`src/rtl/zoom_scheduler.sv`:
```
// Command-level controller for the zoom pipeline: holds the view state (zoom level and pan
// offsets), launches the render engine for the current level and muxes its RAM ports onto the frame memory.
module zoom_scheduler #(
  parameter int unsigned SRC_W       = 160,
  parameter int unsigned SRC_H       = 120,
  parameter int unsigned PAN_STEP    = 8,
  parameter int unsigned TIMEOUT_CYC = 131072
) (
  input  logic        clk,
  input  logic        rst_n,
  input  logic        cmd_valid,
  input  logic [2:0]  cmd_op,
  output logic        cmd_ready,
  output logic [1:0]  eng_start,
  input  logic [1:0]  eng_done,
  input  logic [33:0] eng_rd_addr,
  input  logic [33:0] eng_wr_addr,
  input  logic [15:0] eng_wr_data,
  input  logic [1:0]  eng_wren,
  output logic [16:0] mem_rd_addr,
  output logic [16:0] mem_wr_addr,
  output logic [7:0]  mem_wr_data,
  output logic        mem_wren,
  output logic [7:0]  offset_x,
  output logic [7:0]  offset_y,
  output logic        zoom_level,
  output logic        busy,
  output logic        done,
  output logic        err
);

  typedef enum logic [2:0] {S_IDLE, S_UPDATE, S_LAUNCH, S_RUN, S_FINISH} state_t;
  typedef enum logic [2:0] {
    OP_NOP, OP_RESET_VIEW, OP_ZOOM_IN, OP_ZOOM_OUT, OP_PAN_L, OP_PAN_R, OP_PAN_U, OP_PAN_D
  } op_t;

  localparam int unsigned WD_W    = (TIMEOUT_CYC > 2) ? $clog2(TIMEOUT_CYC) : 1;
  localparam logic [WD_W-1:0] WD_LAST = WD_W'(TIMEOUT_CYC - 1);
  localparam logic [8:0] STEP9    = 9'(PAN_STEP);
  localparam logic [8:0] MAX_X9   = 9'(SRC_W);
  localparam logic [8:0] MAX_Y9   = 9'(SRC_H);
  localparam logic [7:0] CENTER_X = 8'(SRC_W / 2);
  localparam logic [7:0] CENTER_Y = 8'(SRC_H / 2);

  state_t          state;
  op_t             op_q;
  logic [WD_W-1:0] wdog;

  logic       nxt_level;
  logic [7:0] nxt_x, nxt_y;
  logic       render, upd_err;
  logic [8:0] inc_x, dec_x, inc_y, dec_y;

  assign cmd_ready = (state == S_IDLE);
  assign busy      = (state != S_IDLE);

  assign mem_rd_addr = zoom_level ? eng_rd_addr[33:17] : eng_rd_addr[16:0];
  assign mem_wr_addr = zoom_level ? eng_wr_addr[33:17] : eng_wr_addr[16:0];
  assign mem_wr_data = zoom_level ? eng_wr_data[15:8]  : eng_wr_data[7:0];
  assign mem_wren    = (state == S_RUN) && eng_wren[zoom_level];

  // Pan arithmetic is done 9 bits wide so the borrow/carry drives the saturation.
  assign inc_x = {1'b0, offset_x} + STEP9;
  assign dec_x = {1'b0, offset_x} - STEP9;
  assign inc_y = {1'b0, offset_y} + STEP9;
  assign dec_y = {1'b0, offset_y} - STEP9;

  always_comb begin
    nxt_level = zoom_level;
    nxt_x     = offset_x;
    nxt_y     = offset_y;
    render    = 1'b0;
    upd_err   = 1'b0;
    case (op_q)
      OP_RESET_VIEW: begin
        nxt_level = 1'b0;
        nxt_x     = '0;
        nxt_y     = '0;
        render    = 1'b1;
      end
      OP_ZOOM_IN: begin
        if (zoom_level) begin
          upd_err = 1'b1;
        end else begin
          nxt_level = 1'b1;
          nxt_x     = CENTER_X;
          nxt_y     = CENTER_Y;
          render    = 1'b1;
        end
      end
      OP_ZOOM_OUT: begin
        if (!zoom_level) begin
          upd_err = 1'b1;
        end else begin
          nxt_level = 1'b0;
          nxt_x     = '0;
          nxt_y     = '0;
          render    = 1'b1;
        end
      end
      OP_PAN_L: if (zoom_level) nxt_x = dec_x[8] ? '0 : dec_x[7:0];
      OP_PAN_R: if (zoom_level) nxt_x = (inc_x > MAX_X9) ? MAX_X9[7:0] : inc_x[7:0];
      OP_PAN_U: if (zoom_level) nxt_y = dec_y[8] ? '0 : dec_y[7:0];
      OP_PAN_D: if (zoom_level) nxt_y = (inc_y > MAX_Y9) ? MAX_Y9[7:0] : inc_y[7:0];
      default: ;
    endcase
    if (op_q inside {OP_PAN_L, OP_PAN_R, OP_PAN_U, OP_PAN_D})
      render = (nxt_x != offset_x) || (nxt_y != offset_y);
  end

  always_ff @(posedge clk or negedge rst_n) begin
    if (!rst_n) begin
      state      <= S_IDLE;
      op_q       <= OP_NOP;
      wdog       <= '0;
      zoom_level <= 1'b0;
      offset_x   <= '0;
      offset_y   <= '0;
      eng_start  <= '0;
      done       <= 1'b0;
      err        <= 1'b0;
    end else begin
      case (state)
        S_IDLE: begin
          if (cmd_valid) begin
            op_q  <= op_t'(cmd_op);
            err   <= 1'b0;
            state <= S_UPDATE;
          end
        end
        S_UPDATE: begin
          zoom_level <= nxt_level;
          offset_x   <= nxt_x;
          offset_y   <= nxt_y;
          if (upd_err) err <= 1'b1;
          if (render) begin
            eng_start <= nxt_level ? 2'b10 : 2'b01;
            state     <= S_LAUNCH;
          end else begin
            done  <= 1'b1;
            state <= S_FINISH;
          end
        end
        S_LAUNCH: begin
          eng_start <= '0;
          wdog      <= '0;
          state     <= S_RUN;
        end
        S_RUN: begin
          // Completion wins over a watchdog expiry in the same cycle.
          if (eng_done[zoom_level]) begin
            done  <= 1'b1;
            state <= S_FINISH;
          end else if (wdog == WD_LAST) begin
            err   <= 1'b1;
            done  <= 1'b1;
            state <= S_FINISH;
          end else begin
            wdog <= wdog + 1'b1;
          end
        end
        S_FINISH: begin
          done  <= 1'b0;
          state <= S_IDLE;
        end
        default: state <= S_IDLE;
      endcase
    end
  end

endmodule
```
`config.mk`:
```
export PLATFORM = sky130hd
export DESIGN_NAME = zoom_scheduler
export DESIGN_NICKNAME = d
export VERILOG_FILES = /design/src/rtl/zoom_scheduler.sv
export SDC_FILE = /design/constraint.sdc
export NUM_CORES = 1
export LEC_CHECK = 0
export CAP_MARGIN = 20
export CORE_MARGIN = 2
export CORE_UTILIZATION = 35
export DETAILED_ROUTE_END_ITERATION = 6
export PLACE_DENSITY = 0.74
export SLEW_MARGIN = 0
export SYNTH_ARGS = -nofsm -noshare
export SYNTH_HDL_FRONTEND = slang
export SYNTH_SLANG_ARGS = --single-unit
export TNS_END_PERCENT = 10
```
`constraint.sdc`:
```
create_clock -name clk -period 3.94 [get_ports clk]
set_clock_uncertainty 0.05 [all_clocks]
set_input_delay 0.394 -clock clk [delete_from_list [all_inputs] [get_ports clk]]
set_output_delay 0.394 -clock clk [all_outputs]
set_load 0.02 [all_outputs]
```
==> metrics.json <==
{
  "synth": {
    "synthFlopType": "dfrtp_1",
    "synth.net_count": 610,
    "synth.yosys.seq_area_share": 0.274,
    "synthesis.yosys.warnings": 0,
    "syn-mean-instance-area_um2": 7.95,
    "synth_cells": 506,
    "synth-seq-cells": 44,
    "asyncSetResetFlopFracSynth": 1.00,
    "yosys.cell_types.count": 65,
    "synth_edf_count": 0,
    "syn_area_mm2": 0.00403
  },
  "cts": {
    "clock_edge_transition_at_the_registers_on_the_reported_setup_and_hold_paths_ns": 0.07,
    "clk_path_buf_depth": 2,
    "postCtsSetupBuffers": 0,
    "clock-sinks": 44,
    "cts_max_level": 2,
    "ctsRootBufferMaster": "clkbuf_16",
    "holdBufCountCts": 0,
    "cts_resized": 0,
    "cts_tree": "done",
    "cts_made_buffers": 5,
    "clk_latency_worst_skew_pair_ns": 0.29
  },
  "worst_setup_path": {
    "setup.worst_path.end_class": "flop",
    "critPathRequiredTime_ns": 4.07,
    "crit_arrival_ns": 3.82,
    "r2r_cells": 11,
    "path_max_fanout": 7,
    "critPathKind": "reg2reg",
    "timing.critical_path.from_type": "flop",
    "critical_path.max_stage_delay_ns": 0.56,
    "cell_with_the_largest_stage_delay_on_the_worst_path": "or4_4",
    "critPathTopFamily": "simple AND/OR/NAND/NOR gates",
    "critical_path.cell_chain": "inv_1 -> ha_1 -> or2_2 -> a21oi_1 -> nand3b_1 -> nand4_1 -> or4_1 -> or4_4 -> nor4_4 -> nor4_1 -> o211a_1",
    "worstPathBufferInverterCount": 1,
    "rrSetupSlack_ns": 0.25,
    "worstSetupPathDepth": 11
  },
  "die": {
    "num_io_pins": 160,
    "coreArea_mm2": 0.0113,
    "std_cell_rows": 39,
    "start_util": 0.356,
    "chipWidth_um": 111,
    "die_height_um": 111,
    "dieArea_mm2": 0.0124
  },
  "routing": {
    "detail_route.wirelength.met1_um": 5770,
    "routed.top_layer": "met4",
    "routed_wire_length_per_instance_um": 17.6,
    "met3_length_um": 985,
    "route.antenna.remaining_nets": 0,
    "num_vias": 4614,
    "remaining_design_rule_violation_count": 0,
    "dr.pass1.iters": 7,
    "final_routed_wirelength_um": 14100,
    "dr_wl_met2_um": 7080,
    "first_iter_violations": 314,
    "avgViaCountPerCell": 5.77
  },
  "flow_run": {
    "maxCapViolCount": 0
  },
  "cells_and_area": {
    "finish.net_count": 760,
    "syn_to_final_growth_pct": 48.2,
    "antennaDiodeCount": 0,
    "drive_above_1_share": 0.137,
    "finish.utilization": 0.527
  },
  "power_and_ir_drop": {
    "power.share.clock": 0.115,
    "max-vdd-ir-drop_mv": 0.331,
    "power.combinational.fraction": 0.701,
    "internal_power_contribution_mw": 2.18,
    "power.static_leakage_nw": 2.34,
    "total_power_mw": 4.29,
    "seq_power_share": 0.184,
    "p_switching_mw": 2.11,
    "power_density_mw_per_mm2": 719,
    "p_sw_frac": 0.493
  },
  "placed_design": {
    "dp_hpwl_um": 10800,
    "placement.io_buffers": 159,
    "gp_congestion": 0.925
  },
  "sta": {
    "count_of_final_setup_violators": 0,
    "min_period_ns": 3.69,
    "slew_of_the_pin_with_the_lowest_slew_margin_ns": 0.779,
    "report.final.slew_viol_count": 0,
    "fmax_mhz": 271,
    "slew-limit-headroom": 0.479,
    "totalNegativeSetupSlack_ns": 0,
    "post-route-period-util": 0.936,
    "setup_repair_after_global_routing_missed_its_margin": "false",
    "finalHoldWorstSlack_ns": -0.0124,
    "hold_violations": 14
  },
  "grt": {
    "grt_first_pass_wirelength_um": 22700,
    "number_of_antenna_violations_at_the_first_check_in_global_routing": 0,
    "gr-usage-all-layers": 0.220,
    "global_route.overflow_total": 0,
    "vias_in_the_first_global_route": 4569,
    "maximum_number_of_pins_on_one_net_before_global_route_repair": 45
  },
  "status": {
    "violations": "hold timing",
    "outcome": "finished, violations left"
  },
  "hold_path": {
    "hold_path_class": "in2async"
  }
}
-- flip-flops by register name, summed over array words and instances, names as in the netlist --
signal and count:
op_q 3, offset_x 8, zoom_level 1, err 1
offset_y 8, state 3, wdog 17, done 1
eng_start 2
-- cells in the mapped netlist (7+ instances only) --
| cell | number | area [um2] |
|---|---|---|
| ha_1 | 10 | 125 |
| inv_1 | 19 | 71.3 |
| nor3_1 | 13 | 65.1 |
| or3_1 | 7 | 43.8 |
| xnor2_1 | 7 | 61.3 |
| o22ai_1 | 10 | 62.6 |
| o21ai_0 | 44 | 220 |
| dfrtp_1 | 44 | 1100 |
| mux2_2 | 44 | 495 |
| nor2b_1 | 10 | 62.6 |
| nand3_1 | 21 | 105 |
| clkbuf_1 | 21 | 78.8 |
| buf_1 | 8 | 30.0 |
| nor2_1 | 43 | 161 |
| nand2_1 | 48 | 180 |
| a21oi_1 | 34 | 170 |
| a31oi_1 | 7 | 43.8 |
| nand2b_1 | 7 | 43.8 |
-- per-stage QoR --
stage               area, um2  instances  setup WS [ns]
global route             5970        800         0.0308
floorplan                4030        506          0.413
global placement         5770        791          0.404
CTS                      5950        799          0.285
finish                   5970        800          0.252
detailed placement       5770        791          0.291
-- layout by cell type (no fill, tap or decap), types with 10 or more instances in the layout --
master           Yosys  final
nand2_1             48     48
a21oi_1             34     34
nand3_1             21     21
ha_1                10     10
nor2b_1             10     10
nor3_1              13     13
o21ai_0             44     44
buf_4                1     16
clkdlybuf4s50_1      0    158
nor2_1              43     43
mux2_2              44     44
dfrtp_1             44     43
o22ai_1             10     10
inv_1               19     19
-- area by class of cell --
type / instances / area [um2]
Fill cell: 1038 / 5360
Sequential cell: 44 / 1100
Clock inverter: 3 / 46.3
Tap cell: 143 / 179
Inverter: 19 / 71.3
Timing Repair Buffer: 176 / 1730
Clock buffer: 5 / 125
Multi-Input combinational cell: 410 / 2720
-- worst paths after layout --
check | startpoint | end
max | op_q[2] | eng_start[0]
min | rst_n | op_q[1]
max reg2reg | op_q[2] | eng_start[0]
min reg2reg | wdog[4] | wdog[4]
max in group asynchronous | rst_n | zoom_level
min in group clk | wdog[4] | wdog[4]
-- metal layers --
layer,GRT usage,up-vias
met1,0.281,2186
met5,0,-
met3,0.0334,25
li1,-,2161
met2,0.389,242
met4,0.0568,0
-- kinds of logic (layout without fill, tap and decap cells) --
group	count (synthesis)	in the layout	share of synthesized area
adders and majority gates	10	10	0.0311
buffers and inverters	52	203	0.0519
and+or+nand+nor	189	189	0.243
DFF	44	44	0.274
xor gates and xnor gates	12	12	0.0261
AOI/OAI and AO/OA	153	153	0.246
muxes	46	46	0.128
-- power by group through the flow --
stage / Sequential, mW / Clock, mW / Combinational (mW)
CTS: 0.783 / 0.502 / 2.97
global route: 0.816 / 0.515 / 3.25
global placement: 0.783 / 0 / 2.95
detailed placement: 0.789 / 0 / 2.96
finish: 0.789 / 0.492 / 3.01
floorplan: 0.758 / 0 / 1.95
No activity file was read; power rests on OpenSTA's default activity.
